<file path="config.mk">
export PLATFORM = sky130hd
export DESIGN_NAME = ws2812b_frame_sequencer
export DESIGN_NICKNAME = d
export VERILOG_FILES = /design/src/rtl/ws2812b_pkg.sv /design/src/rtl/ws2812b_ram_port_arbiter.sv /design/src/rtl/ws2812b_frame_sequencer.sv
export SDC_FILE = /design/constraint.sdc
export NUM_CORES = 1
export LEC_CHECK = 0
export ABC_CLOCK_PERIOD_IN_PS = 3040
export CAP_MARGIN = 20
export CORE_MARGIN = 10
export CORE_UTILIZATION = 50
export CTS_BUF_LIST = sky130_fd_sc_hd__clkbuf_4 sky130_fd_sc_hd__clkbuf_8 sky130_fd_sc_hd__clkbuf_16
export DETAILED_ROUTE_END_ITERATION = 12
export GPL_TIMING_DRIVEN = 0
export PLACE_DENSITY = 0.84
export SYNTH_ARGS = -nofsm -noshare
export SYNTH_HDL_FRONTEND = slang
export SYNTH_SLANG_ARGS = --single-unit
</file>
<file path="constraint.sdc">
create_clock -name clk -period 3.04 [get_ports clk]
set_input_delay 0.76 -clock clk [delete_from_list [all_inputs] [get_ports clk]]
set_output_delay 0.76 -clock clk [all_outputs]
set_load 0.01 [all_outputs]
</file>
<file path="src/rtl/ws2812b_pkg.sv">
// Constants shared by the WS2812B frame path: colour byte order within an LED,
// the per-LED-step byte count and the frame sequencer state encoding.
package ws2812b_pkg;

  localparam int BYTE_G = 0;
  localparam int BYTE_R = 1;
  localparam int BYTE_B = 2;
  localparam int BYTES_PER_LED = 3;

  // Bytes fetched for one LED position across all parallel stripes.
  function automatic int led_step_bytes(input int stripecount);
    return BYTES_PER_LED * stripecount;
  endfunction

  typedef enum logic [1:0] {
    ST_IDLE,
    ST_FETCH,
    ST_HOLD,
    ST_DRAIN
  } seq_state_e;

endpackage

</file>
<file path="src/rtl/ws2812b_ram_port_arbiter.sv">
// Single RAM port mux: SPI writes always win; a read goes out only in a cycle
// without a write, and rd_valid marks the cycle its data sits on mem_rdata.
module ws2812b_ram_port_arbiter #(
  parameter int ADDR_WIDTH = 14
) (
  input  logic                  clk,
  input  logic                  resetn,
  input  logic                  wr_req,
  input  logic [ADDR_WIDTH-1:0] wr_addr,
  input  logic [7:0]            wr_data,
  output logic                  wr_ack,
  input  logic                  rd_req,
  input  logic [ADDR_WIDTH-1:0] rd_addr,
  output logic                  rd_issue,
  output logic                  rd_valid,
  output logic [ADDR_WIDTH-1:0] mem_addr,
  output logic                  mem_we,
  output logic [7:0]            mem_wdata
);

  logic rd_valid_q;

  always_comb begin
    wr_ack    = wr_req;
    mem_we    = wr_req;
    mem_wdata = wr_req ? wr_data : 8'h00;
    rd_issue  = rd_req && !wr_req;
    mem_addr  = '0;
    if (wr_req) begin
      mem_addr = wr_addr;
    end else if (rd_req) begin
      mem_addr = rd_addr;
    end
  end

  always_ff @(posedge clk or negedge resetn) begin
    if (!resetn) begin
      rd_valid_q <= 1'b0;
    end else begin
      rd_valid_q <= rd_issue;
    end
  end

  assign rd_valid = rd_valid_q;

endmodule

</file>
<file path="src/rtl/ws2812b_frame_sequencer.sv">
// Per frame, fetches each LED step's colour bytes from the shared frame RAM and
// hands packed 24*STRIPECOUNT-bit words to the output module through a one-word buffer.
module ws2812b_frame_sequencer
  import ws2812b_pkg::*;
#(
  parameter int STRIPECOUNT = 3,
  parameter int LEDCOUNT    = 2,
  parameter int ADDR_WIDTH  = 14,
  parameter int BASE_ADDR   = 0
) (
  input  logic                       clk,
  input  logic                       resetn,
  input  logic                       frame_start,
  input  logic                       wr_req,
  input  logic [ADDR_WIDTH-1:0]      wr_addr,
  input  logic [7:0]                 wr_data,
  output logic                       wr_ack,
  output logic [ADDR_WIDTH-1:0]      mem_addr,
  output logic                       mem_we,
  output logic [7:0]                 mem_wdata,
  input  logic [7:0]                 mem_rdata,
  output logic [24*STRIPECOUNT-1:0]  bitstream,
  output logic                       bitstream_available,
  input  logic                       bitstream_read,
  output logic                       busy,
  output logic                       frame_done,
  output logic                       frame_overrun
);

  localparam int STEP = led_step_bytes(STRIPECOUNT);
  localparam int CW   = $clog2(STEP + 1);
  localparam int NW   = (LEDCOUNT > 1) ? $clog2(LEDCOUNT) : 1;
  localparam int WW   = 24 * STRIPECOUNT;

  localparam logic [CW-1:0]         STEP_C   = CW'(STEP);
  localparam logic [CW-1:0]         LAST_C   = CW'(STEP - 1);
  localparam logic [NW-1:0]         LAST_LED = NW'(LEDCOUNT - 1);
  localparam logic [ADDR_WIDTH-1:0] BASE_A   = ADDR_WIDTH'(BASE_ADDR);
  localparam logic [ADDR_WIDTH-1:0] STEP_A   = ADDR_WIDTH'(STEP);

  seq_state_e            state_q, state_d;
  logic [NW-1:0]         led_q, led_d;
  logic [CW-1:0]         iss_q, iss_d;
  logic [CW-1:0]         cap_q, cap_d;
  logic [ADDR_WIDTH-1:0] led_base_q, led_base_d;
  logic [WW-1:0]         out_q, out_d;
  logic                  avail_q, avail_d;
  logic [7:0]            asm_q [STEP];
  logic [7:0]            asm_d [STEP];
  logic [WW-1:0]         word_d;

  logic                  rd_req;
  logic [ADDR_WIDTH-1:0] rd_addr;
  logic                  rd_issue;
  logic                  rd_valid;
  logic                  buf_free;
  logic                  last_cap;
  logic                  load;

  ws2812b_ram_port_arbiter #(
    .ADDR_WIDTH(ADDR_WIDTH)
  ) u_arb (
    .clk      (clk),
    .resetn   (resetn),
    .wr_req   (wr_req),
    .wr_addr  (wr_addr),
    .wr_data  (wr_data),
    .wr_ack   (wr_ack),
    .rd_req   (rd_req),
    .rd_addr  (rd_addr),
    .rd_issue (rd_issue),
    .rd_valid (rd_valid),
    .mem_addr (mem_addr),
    .mem_we   (mem_we),
    .mem_wdata(mem_wdata)
  );

  // Reads walk ascending addresses from the current LED step's base; wrap is modular.
  assign rd_req  = (state_q == ST_FETCH) && (iss_q != STEP_C);
  assign rd_addr = led_base_q + ADDR_WIDTH'(iss_q);

  // The word loaded on the last capture must include the byte arriving this cycle.
  for (genvar gi = 0; gi < STEP; gi++) begin : g_asm
    assign asm_d[gi] = (rd_valid && (cap_q == CW'(gi))) ? mem_rdata : asm_q[gi];
    assign word_d[24*(gi/3) + 8*(BYTE_B - (gi%3)) +: 8] = asm_d[gi];

    always_ff @(posedge clk or negedge resetn) begin
      if (!resetn) begin
        asm_q[gi] <= 8'h00;
      end else begin
        asm_q[gi] <= asm_d[gi];
      end
    end
  end

  assign last_cap      = rd_valid && (cap_q == LAST_C);
  assign buf_free      = !avail_q || bitstream_read;
  assign frame_done    = (state_q == ST_DRAIN) && avail_q && bitstream_read;
  assign frame_overrun = frame_start && (state_q != ST_IDLE);
  assign busy          = (state_q != ST_IDLE) && !frame_done;

  always_comb begin
    state_d    = state_q;
    led_d      = led_q;
    iss_d      = iss_q;
    cap_d      = cap_q;
    led_base_d = led_base_q;
    out_d      = out_q;
    avail_d    = avail_q;
    load       = 1'b0;

    if (avail_q && bitstream_read) begin
      avail_d = 1'b0;
    end

    case (state_q)
      ST_IDLE: begin
        if (frame_start) begin
          state_d    = ST_FETCH;
          led_d      = '0;
          iss_d      = '0;
          cap_d      = '0;
          led_base_d = BASE_A;
        end
      end
      ST_FETCH: begin
        if (rd_issue) begin
          iss_d = iss_q + CW'(1);
        end
        if (rd_valid) begin
          cap_d = cap_q + CW'(1);
        end
        if (last_cap) begin
          if (buf_free) begin
            load = 1'b1;
          end else begin
            state_d = ST_HOLD;
          end
        end
      end
      ST_HOLD: begin
        if (buf_free) begin
          load = 1'b1;
        end
      end
      ST_DRAIN: begin
        if (frame_done) begin
          state_d = ST_IDLE;
        end
      end
      default: state_d = ST_IDLE;
    endcase

    // A load overrides the empty-on-read above so the output never drops between words.
    if (load) begin
      out_d   = word_d;
      avail_d = 1'b1;
      if (led_q != LAST_LED) begin
        state_d    = ST_FETCH;
        led_d      = led_q + NW'(1);
        iss_d      = '0;
        cap_d      = '0;
        led_base_d = led_base_q + STEP_A;
      end else begin
        state_d = ST_DRAIN;
      end
    end
  end

  always_ff @(posedge clk or negedge resetn) begin
    if (!resetn) begin
      state_q    <= ST_IDLE;
      led_q      <= '0;
      iss_q      <= '0;
      cap_q      <= '0;
      led_base_q <= '0;
      out_q      <= '0;
      avail_q    <= 1'b0;
    end else begin
      state_q    <= state_d;
      led_q      <= led_d;
      iss_q      <= iss_d;
      cap_q      <= cap_d;
      led_base_q <= led_base_d;
      out_q      <= out_d;
      avail_q    <= avail_d;
    end
  end

  assign bitstream           = out_q;
  assign bitstream_available = avail_q;

endmodule
</file>
## After elaboration in Yosys (flattened, before gate mapping)

Index checks and enable logic that the tools add are counted.

- Word-level logic and storage cells: 106
- Output and inout bits: 100
- Register bits: 171
- Input port bits: 35

- Add/subtract/negate cells: 5
- Muxes and demuxes: 42
- Reductions and logical operators: 26
- Equal/unequal tests: 16

Operators with widths:

| kind | count |
|---|---|
| $mux W14 | 6 |
| $mux W8 | 10 |
| $mux W4 | 8 |
| $eq A4 B3 Y1 const B | 4 |
| $logic_and A1 B1 Y1 | 16 |
| $pmux W4 S2 | 2 |
| $add A14 B4 Y14 | 1 |
| $add A14 B4 Y14 const B | 1 |
| $mux W2 | 6 |
| $ne A3 B3 Y1 const B | 4 |
| $add A4 B1 Y4 const B | 2 |
| $eq A4 B2 Y1 const B | 2 |
| $mux W1 | 8 |
| $pmux W2 S3 | 1 |
| $reduce_and A5 Y1 | 1 |
| $eq A2 B2 Y1 const B | 2 |
| $eq A4 B1 Y1 const B | 1 |
| $eq A4 B4 Y1 const B | 1 |
| $logic_not A4 Y1 | 1 |
| $ne A4 B4 Y1 const B | 1 |
| $reduce_bool A2 Y1 | 2 |
| $reduce_bool A4 Y1 | 1 |
| $logic_not A1 Y1 | 3 |
| $eq A2 B1 Y1 const B | 1 |
| 4 further kinds | 4 |

## Logic depth before layout (Yosys ltp)

Gate-level depths: netlist of run 1.

- Word-level depth: 7
- Depth in mapped cells: 9
- Depth with buffers taken out: 8

## Modules after synthesis

From an unflattened synthesis of run 1, not the netlist that was laid out.

- Cells, all modules: 576
- Area, all modules: 7941.4 µm²

By module, submodules not included:

| module | area each (µm²) | sequential area each (µm²) | times used | cells an instance |
|---|---|---|---|---|
| ws2812b_frame_sequencer | 7687.4 | 4254.1 | 1 | 545 |
| ws2812b_ram_port_arbiter | 254.0 | 25.0 | 1 | 31 |

## Worst setup path before layout of run 1

No wires, ideal clock.

- Path kind: reg-to-output
- Start point: reg iss_q[0]
- End point: out mem_addr[12]
- Path slack: 0.493 ns
- Cell stages (with the launch flop): 9
- Arrival time: 1.787 ns
- Path buffers: 0
- Required time: 2.280 ns
- Cell sequence: dfrtp_1 -> ha_1 -> inv_1 -> fa_1 -> nor2b_1 -> o21ai_0 -> a21oi_1 -> xnor2_1 -> o21ai_0

- Word-level cells in the longest chain between the ends: 4
- Elaborated cells between the ends (all ways): 5
- Classes of those cells: add/sub (1); eq/ne (1); mux (2); reduce/logical (1)

RTL lines:

| element | line | RTL |
|---|---|---|
| from (decl) | ws2812b_frame_sequencer.sv:43 | `logic [CW-1:0] iss_q, iss_d;` |
| from (signal assigned) | ws2812b_frame_sequencer.sv:182 | `iss_q <= iss_d;` |
| branches (longest 2 deep; another with $add A14 B4 Y14) | - |  |
| $mux W14 * | ws2812b_ram_port_arbiter.sv:31 | `end else if (rd_req) begin` |
| $mux W14 * | ws2812b_ram_port_arbiter.sv:29 | `if (wr_req) begin` |
| to (decl) | ws2812b_frame_sequencer.sv:18 | `output logic [ADDR_WIDTH-1:0] mem_addr,` |

Mark *: on every way between the ends.

## Worst setup path after layout of run 1

- Start point: reg led_base_q[0]
- End point: out mem_addr[12]

- Word-level cells in the longest chain between the ends: 3

RTL lines:

| element | line | RTL |
|---|---|---|
| from (decl) | ws2812b_frame_sequencer.sv:45 | `logic [ADDR_WIDTH-1:0] led_base_q, led_base_d;` |
| from (signal assigned) | ws2812b_frame_sequencer.sv:184 | `led_base_q <= led_base_d;` |
| $add A14 B4 Y14 | ws2812b_frame_sequencer.sv:80 | `assign rd_addr = led_base_q + ADDR_WIDTH'(iss_q);` |
| $mux W14 | ws2812b_ram_port_arbiter.sv:31 |  |
| $mux W14 | ws2812b_ram_port_arbiter.sv:29 |  |

No other way between the ends.

==> metrics.md, run 1 <==
| Metric | Value |
|---|---|
| Worst r2r src | cap_q[0]$_DFF_PN0_ |
| Sequential fraction of the synthesis area | 55.0% |
| DR iter-0 viols | 285 |
| Fraction of registers with async set/reset | 100% |
| Post-synthesis mux area share | 22.3% |
| Number of synthesized register bits | between 150 and 200 |
| Maximum vdd drop | 0.000420 V |
| Synth Area in Adders | 2.67% |
| Main synth FF type | dfrtp_1 |
| WS Path Type | reg2out |
| Post-Synth Simple-Gate Area | 9.13% |
| Fin. Hold Viols | 0 |
| Die Wd | 145 um |
| # setup viols final | 0 |
| Post-Syn Nets | 638 |
| Max_cap viols | 0 |
| Final wirelength | about 18,000 um |
| Final Slew Violations | 0 |
| CP arrival | between 2 and 2.5 ns |
| Xor-xnor portion of the synthesized cell area | 1.69% |
| Clock sink count | 171 |
| RSZ-0062 raised after global routing | yes |
| Main area contributors after synthesis | dfrtp_1, mux2_2, mux2_4 |
| Fin Clk Skew | 0.0106 ns |
| Critical Path Source | led_base_q[0]$_DFF_PN0_ |
| Seq pwr share | 37.7% |
| First-pass GRT wire length | 29,800 um |
| Post-synth EDFFs | 0 |
| Pwr per Cell Area | 1010 nW/um2 |
| Fin crit period | 2.93 ns |
| Wire per inst | 19.4 um |
| Routed via count | 5,239 |
| Crit path capture type | output port |
| Post-route ant nets | 0 |
| Crit share post-route | 96.5% |
| Syn-to-layout area delta | 29.0% |
| Pleak | around 4.6 nW |
| Slowest CP cell | dfrtp_2 |
| Crit path cell chain | ha_1 -> inv_1 -> fa_2 -> nor2b_4 -> o21ai_1 -> a21oi_1 -> xnor2_1 -> o21ai_0 -> buf_2 |
| Core area | 15,200 um2 |
| CTS buffer count | 17 |
| Logic pwr share | 41.5% |
| Hpwl dp | 13,200 um |
| DRC | 0 |
| Compound-Gate Fraction of Synth Area | 6.37% |
| Min-delay worst type | in2async |
| Post-Synthesis Cell Area | 7770 um2 |
| TritonRoute pass-1 iters | 5 |
| Main combinational cell family by area after synthesis | multiplexers |
| H-Tree Depth | 4 |
| Worst Path Max Fanout | 2 |
| Clk slew on worst S/H paths | approximately 0.08 ns |
| Via density | 5.54 |
| Layout cells sized above 1 | 30.8% |
| Cells after DPL | 910 |
| Fmax | 341 MHz |
| Switching pwr | 3.33 mW |
| All-Layer GR Usage | 18.1% |
| Distinct cells, synth | 53 |
| Starting Density | between 50 and 60% |
| Worst hold slack | around 0.34 ns |
| Top-area cell type share of the netlist area | 55.0% |
| Synth warn | 0 |
| CTS tree | built |
| Crit start category | flip-flop |
| Row Count | 45 |
| Leading cell types in the layout, fill and taps excluded | dfrtp_1, clkdlybuf4s50_1, mux2_2 |
| Top Ports | between 100 and 150 |
| Die Height | between 100 and 150 um |
| Worst-skew pair later-pin latency | 0.42 ns |
| GRT overflow | 0 |
| Syn Inst Count | a little under 600 |
| Commonest non-fill, non-tap cell in the layout | dfrtp_1 |
| Average cell area after synthesis | 13.2 um2 |
| Vias in the first global route | 5,672 |
| Worst path max stage delay | 0.38 ns |
| Clock power frac | approximately a fifth |
| Layout Utilization | 66.0% |
| Die area | 20,900 um2 |
| Worst slew margin | slightly above 50% |
| ANT cells | 0 |
| Cell-internal power | between 6 and 7 mW |
| Critical Path RT | 2.28 ns |
| Initial antenna violation count | 0 |
| CTS Buffer Depth | 2 |
| Sw Share | 33.0% |
| Final instance count without filler cells | 945 |
| Clk root buf | clkbuf_16 |
| Synth area leader | dfrtp_1 |
| Status | completed |
| GPL Wtd Cong | ~0.82 |
| Pin count of the biggest net entering global routing | 94 |
| Input/output buffers | 134 |
| Worst Tran Pin Value | 0.724 ns |
| Nets | slightly below 800 |
## final timing paths
check	endpoint	slack, ns	cells after the start
worst max register to register	bitstream[38]$_DFFE_PN0P_	0.65	8
max in group asynchronous	led_base_q[2]$_DFF_PN0_	1.79	2
min in group clk	asm_q[6]$_DFF_PN0_	0.48	2
worst max-delay path	mem_addr[12]	0.11	9
worst min-delay path	asm_q[71]$_DFF_PN0_	0.34	1
worst min register to register	asm_q[6]$_DFF_PN0_	0.48	2
## per-stage QoR
stage	cell area, um2	power, mW	setup slack [ns]	setup TNS [ns]
after floorplan	7770	6.20	0.493	0
after detailed placement	9380	7.96	-0.557	-7.48
final	10000	10.1	0.107	0
after global placement	9350	7.71	-5.12	-881.78
after CTS	10000	10.2	-0.00776	-0.00776
after global routing	10000	10.7	-0.0260	-0.0340
## worst max-delay path, delay by kind of cell (launching register included)
family          cells  cell delay, ns
fa+ha+maj           2            0.53
compound gates      3            0.41
flops               1            0.38
buf+inv             2            0.21
simple gates        1            0.13
xor+xnor            1            0.09
## power groups by stage
| stage | combinational [mW] | sequential [mW] | clock [mW] |
|---|---|---|---|
| floorplan | 2.31 | 3.89 | 0 |
| global placement | 3.94 | 3.77 | 0 |
| detailed placement | 4.12 | 3.84 | 0 |
| CTS | 4.22 | 3.81 | 2.13 |
| global route | 4.55 | 3.92 | 2.24 |
| finish | 4.20 | 3.81 | 2.10 |
## routing by layer
layer	share of wire, %	up-vias	GRT usage, %
met1	42	2639	22.0
met5	0	-	0
met4	1.4	0	5.00
met2	50	177	30.8
li1	-	2403	-
met3	6.9	20	4.89
## registers in the layout (all words and copies together) (netlist names)
| name | flops |
|---|---|
| cap_q | 4 |
| u_arb.rd_valid | 1 |
| iss_q | 4 |
| bitstream | 72 |
| bitstream_available | 1 |
| state_q | 2 |
| led_q | 1 |
| asm_q | 72 |
| led_base_q | 14 |
## final cells by class
cell class | instances | area [um2]
Buffer | 24 | 165
Clock buffer | 18 | 439
Clock inverter | 14 | 139
Fill cell | 1081 | 5170
Inverter | 13 | 48.8
Multi-Input combinational cell | 377 | 3360
Sequential cell | 171 | 4280
Tap cell | 188 | 235
Timing Repair Buffer | 140 | 1360
## cell usage after synthesis, drive strengths merged, types with 2 or more instances
master and count:
dfrtp 171, mux2 137, nand2 52, o21ai 27, a21oi 20, buf 19, ha 15, nor2 15
inv 13, xnor2 11, and2 9, clkbuf 7, nor3 7, o31ai 7, a31oi 6, nand3 6
nor2b 6, a22oi 5, nand2b 5, nand4b 5, nor3b 5, nor4 5, xor2 4, and3 3
nand4 3, a211oi 2, a21o 2, a22o 2, nand3b 2
## what timing repair did
item / CTS / global route
resized for setup: 47 / 31
pin swaps: 3 / 2
hold buffers: 0 / 0
endpoints found under the setup margin: 22 / 12
setup buffers: 4 / 1
## cells by family after synthesis
kind of cell / Yosys count
DFF: 171
muxes: 138
and+or+nand+nor: 128
AOI/OAI and AO/OA: 80
buffers and inverters: 39
adders and majority gates: 16
xor gates and xnor gates: 15
No activity file was read; power rests on OpenSTA's default activity.
==> inputs of run 2 (changes only) <==
- CELL_PAD_IN_SITES_DETAIL_PLACEMENT: not set -> 0
- CELL_PAD_IN_SITES_GLOBAL_PLACEMENT: not set -> 1
- CORE_UTILIZATION: 50 -> 43
- PLACE_DENSITY: 0.84 -> 0.88
==> run 2 against run 1 <==
First-iteration DRC count increased by 31%; global-route usage decreased by 2.2 points; worst hold slack got worse by 0.14 ns; routed wire length increased by 3.1%; critical path depth unchanged; cell count increased by 4.6%.
==> metrics.md, run 2 (synthesized netlist as in run 1, its figures left out) <==
| Metric | Value |
|---|---|
| Die area | 23,900 um2 (+14%) |
| Cells after DPL | 951 (+4.5%) |
| M1 WL | 8080 um (+5.3%) |
| Pin count of the biggest net entering global routing | 130 (+38%) |
| Maximum vdd drop | 0.000485 V (+16%) |
| Crit share post-route | 96.1% (-0.35 points) |
| DRC | 0 (unchanged) |
| RSZ-0062 raised after global routing | yes |
| Nets | 798 (+0.38%) |
| Fin crit period | 2.92 ns (-0.0107 ns) |
| # setup viols final | 0 (unchanged) |
| Leading cell types in the layout, fill and taps excluded | dfrtp_1, clkdlybuf4s50_1, mux2_2 |
| Clock sink count | 171 (unchanged) |
| Clk slew on worst S/H paths | 0.07 ns (about the same) |
| Crit path capture type | output port |
| Worst path top cell family by delay | adder cells |
| Row Count | 49 (+8.9%) |
| WL met3 | 1160 um (-7.8%) |
| Max_cap viols | 0 (unchanged) |
| CTS tree | built |
| Input/output buffers | 134 (unchanged) |
| H-Tree Depth | 4 (unchanged) |
| Worst-skew pair later-pin latency | 0.43 ns (about the same) |
| Status | completed |
| Worst hold slack | 0.204 ns (-0.136 ns) |
| Wire per inst | 19.2 um (-1.4%) |
| Post-route ant nets | 0 (unchanged) |
| GPL Wtd Cong | 0.790 (-3.6%) |
| WS Path Type | reg2out |
| Routed via count | 5,186 (-1.0%) |
| CTS Buffer Depth | 2 (unchanged) |
| Finished Cell Area | 10,200 um2 (+1.2%) |
| Final Slew Violations | 0 (unchanged) |
| DR iter-0 viols | 373 (+31%) |
| Min-delay worst type | in2async |
| Slowest CP cell | dfrtp_2 |
| Fill cells | 1,429 (+32%) |
| Pwr per Cell Area | 1010 nW/um2 (about the same) |
| Reg area | 4280 um2 (unchanged) |
| GRT overflow | 0 (unchanged) |
| ANT cells | 0 (unchanged) |
| Worst slew margin | 57.6% (+5.8 points) |
| Hold_buf cts | 0 (unchanged) |
| Critical Path RT | 2.28 ns (about the same) |
| Fmax | 342 MHz (+0.37%) |
| WL met2 | 9480 um (+3.1%) |
| Die Wd | 154 um (+6.7%) |
| Hpwl dp | 13,300 um (+0.98%) |
| Final instance count without filler cells | 988 (+4.6%) |
| Area after DPL | 9430 um2 (+0.59%) |
| Max layer used | met4 |
| Syn-to-layout area delta | 30.6% |
| Top Ports | 135 (unchanged) |
| WP buf/inv | 2 (unchanged) |
| Crit start category | flip-flop |
| All-Layer GR Usage | 15.9% (-2.2 points) |
| Crit path cell chain | ha_4 -> inv_2 -> fa_2 -> nor2b_4 -> o21ai_2 -> a21oi_2 -> xnor2_1 -> o21ai_1 -> buf_2 |
| Worst path max stage delay | 0.40 ns (+0.02 ns) |
| Via density | 5.25 (-5.3%) |
| Fin. Hold Viols | 0 (unchanged) |
| Final wirelength | 18,900 um (+3.1%) |
| Dpl ws | -0.563 ns (-0.00628 ns) |
| Worst Tran Pin Value | 0.636 ns (-0.0875 ns) |
| Initial antenna violation count | 0 (unchanged) |
| Clk root buf | clkbuf_16 |
| Final Worst Setup Slack | 0.118 ns (+0.0107 ns) |
| Fin Clk Skew | 0.0114 ns (+0.000808 ns) |
| Pleak | 4.55 nW (about the same) |
| Commonest non-fill, non-tap cell in the layout | dfrtp_1 |
| Power, Total | 10.2 mW (+1.3%) |
| Layout cells sized above 1 | 31.4% (+0.58 points) |
| Worst Path Max Fanout | 2 (unchanged) |
| Starting Density | 43.4% (-7.7 points) |
| CTS buffer count | 17 (unchanged) |
| Area of the multi-input gates | 3380 um2 (+0.52%) |
| Core area | 17,900 um2 (+18%) |
| First-pass GRT wire length | 30,800 um (+3.1%) |
| CP arrival | 2.16 ns (about the same) |
| Die Height | 154 um (+6.7%) |
| TritonRoute pass-1 iters | 4 (-1) |
| Vias in the first global route | 5,665 (-0.12%) |
run 2: area by class of cell:
| class | instances | share of cell area [%] |
|---|---|---|
| Buffer | 24 | 1.64 |
| Multi-Input combinational cell | 377 | 33.3 |
| Sequential cell | 171 | 42.2 |
| Inverter | 13 | 0.481 |
| Tap cell | 229 | 2.82 |
| Timing Repair Buffer | 143 | 13.7 |
| Clock inverter | 13 | 1.66 |
| Clock buffer | 18 | 4.26 |
run 2: report_power, final:
part	internal, mW	switching (mW)	total, mW
sequential	3.29	0.530	3.82
clock	1.30	0.903	2.21
combinational	2.38	1.84	4.22
run 2: metrics by stage:
step	TNS, ns	util [%]
2_1_floorplan	0	-
4_1_cts	0	56.6
3_5_place_dp	-7.88	52.7
5_1_grt	-0.0483	56.7
3_3_place_gp	-903.76	52.5
6_report	0	56.7
run 2: final timing paths:
kind	end	cells after the start	slack [ns]	startpoint
min in group clk	asm_q[3]$_DFF_PN0_	2	0.48	asm_q[3]$_DFF_PN0_
min	asm_q[61]$_DFF_PN0_	1	0.20	resetn
min reg2reg	asm_q[3]$_DFF_PN0_	2	0.48	asm_q[3]$_DFF_PN0_
max reg2reg	bitstream[4]$_DFFE_PN0P_	8	0.73	cap_q[0]$_DFF_PN0_
max	mem_addr[12]	9	0.12	led_base_q[0]$_DFF_PN0_
max in group asynchronous	led_base_q[1]$_DFF_PN0_	2	1.89	resetn
run 2: worst register-to-register path, stage by stage, from the launching register on:
cell	delay [ns]
dfrtp_1	0.44
inv_1	0.09
ha_1	0.25
and4b_4	0.22
a21oi_4	0.29
nand2b_4	0.20
buf_6	0.17
buf_6	0.20
mux2_4	0.32
run 2: routing by layer:
metal | track usage (%) | vias up
met2 | 27.3 | 151
met3 | 4.74 | 14
met5 | 0 | -
met1 | 18.7 | 2613
met4 | 4.68 | 0
li1 | - | 2408
run 2: what timing repair did:
action / CTS / global route
pin swaps: 3 / 9
buffers inserted: 5 / 3
setup endpoints to repair: 22 / 12
endpoints found under the hold margin: 0 / 0
gates resized for setup: 55 / 30
==> patch, RTL diff (settings of run 1) <==
The 4 states of `seq_state_e` get a one-hot encoding in 4 bits.
--- a/src/rtl/ws2812b_pkg.sv
+++ b/src/rtl/ws2812b_pkg.sv
@@ -12,11 +12,11 @@
     return BYTES_PER_LED * stripecount;
   endfunction
 
-  typedef enum logic [1:0] {
-    ST_IDLE,
-    ST_FETCH,
-    ST_HOLD,
-    ST_DRAIN
+  typedef enum logic [3:0] {
+    ST_IDLE  = 4'b0001,
+    ST_FETCH = 4'b0010,
+    ST_HOLD  = 4'b0100,
+    ST_DRAIN = 4'b1000
   } seq_state_e;
 
 endpackage
Formal check against the unedited RTL: no difference found for any inputs over 10 cycles, from zero or initial values and one cycle with resetn low; not proved beyond that.
==> patch against run 1 <==
- worst setup slack worse by 0.076 ns
- clock power grew 3%
- power fell by 25%
- critical path depth is 1 higher
- area after synthesis shrank 3.6%
- final area is 0.95% lower
- largest power group is now sequential cells
- routed wire length up 5.2%
- sequential cell count up 2
==> patch: results (changes against run 1) <==
Clock Tree Buf Depth=2 (unchanged); synth warn=0 (unchanged); Worst EP arrival=2.25 ns (+0.08 ns); clock-pin slew on the worst setup and hold paths=0.07 ns; critical path fanouts, max=4 (+2); Worst slew margin=26.21% (-26 points); placed cell area=9100 um^2 (-3.0%); RD Place Congestion=0.8533 (+4.1%); Crit Reg-Reg Startpoint=cap_q[0]; reg2reg setup slack=0.23 ns (-0.42 ns); Non-Filler Instances=1,081 (+14%); number of DRC markers in iteration 0=358 (+26%); top_reg_cell synth=dfrtp_1; largest net degree at the start of global routing=115 (+22%); grt met1 use=22.63% (+0.60 points); sequential share of the synthesized area=57.77% (+2.7 points); Synth Area in Adders=2.103% (-0.57 points); Compound-Gate Fraction of Synth Area=4.223% (-2.2 points); wire length on met1=8014 um (+4.5%); reg2reg end=bitstream[62]; FILL cells=1,050 (-2.9%); H-tree levels=4 (unchanged); CP startpoint=led_base_q[0]; WHS=0.2520 ns (-0.08806 ns); skew final=0.01004 ns (-0.0005848 ns); GRT Total Usage=19.07% (+1.0 points); area growth from synthesis to layout=32.53%; R2R cell count=9 (+1); LEAKAGE=4.422 nW (-2.9%); xor/xnor share of the synthesized area=1.986% (+0.30 points); M2 GR Usage=31.19% (+0.41 points); first-pass GRT wire length=30,820 um (+3.3%); asr flop ratio synth=100.0% (unchanged); vias post-DR=5,756 (+9.9%); DR pass1 iterations=4 (-1); status=finished, final reports clean; number of global-route vias before repair=5,956 (+5.0%); min-delay worst type=in -> async; Synth Area per Inst=10.51 um^2 (-21%); mux share of post-synthesis cell area=11.77% (-11 points); HPWL Detailed=12,790 um (-3.3%); Slowest-stage cell, CP=dfrtp_1; routed wl met3=1710 um (+36%); Post-Syn Nets=760 (+19%); dpl ws=-0.6102 ns (-0.05305 ns); ratio of cells with drive above 1 in the final layout=20.62% (-10 points); final wirelength=19,340 um (+5.2%); initial antenna violation count=0 (unchanged); nets@finish=931 (+17%); Synth cell types=49 (-7.5%); Period Utilization, post-route=98.98% (+2.5 points); worst vdd ir=0.0005074 V (+21%); Synth area leaders=dfrtp_1, mux2_2, nor2_1; DR WL met2=9440 um (+2.7%); Synth top cells by count=dfrtp_1, nor2_1, nand2_1; Placed Cells=1,032 (+13%); grt met3 use=8.144% (+3.3 points)
patch: cell count changes after synthesis, moves of 5 or more:
cell / before / now
nor2_1: 15 / 150
nand2_1: 52 / 136
mux2i_1: 1 / 6
buf_6: 6 / 0
a22oi_1: 5 / 0
a21oi_1: 19 / 5
mux2_4: 48 / 0
clkbuf_1: 7 / 19
mux2_2: 89 / 73
patch: repair_timing:
item                                    4_1_cts  5_1_grt
resized for setup                            62       36
setup buffers                                11        7
pin swaps                                     3       15
cloned                                        0        0
endpoints found under the setup margin       24       93
patch: area by class of cell:
class,count,share of cell area (%)
Inverter,11,0.4156
Timing Repair Buffer,152,14.55
Multi-Input combinational cell,501,31.79
Clock inverter,12,1.373
Sequential cell,173,43.65
Clock buffer,20,4.635
Tap cell,184,2.317
Buffer,28,1.272
patch: report_power, final:
part / switching (W) / total (W) / internal [W]
combinational: 0.00116 / 0.00234 / 0.00118
sequential: 0.000308 / 0.00312 / 0.00281
clock: 0.000901 / 0.00217 / 0.00127
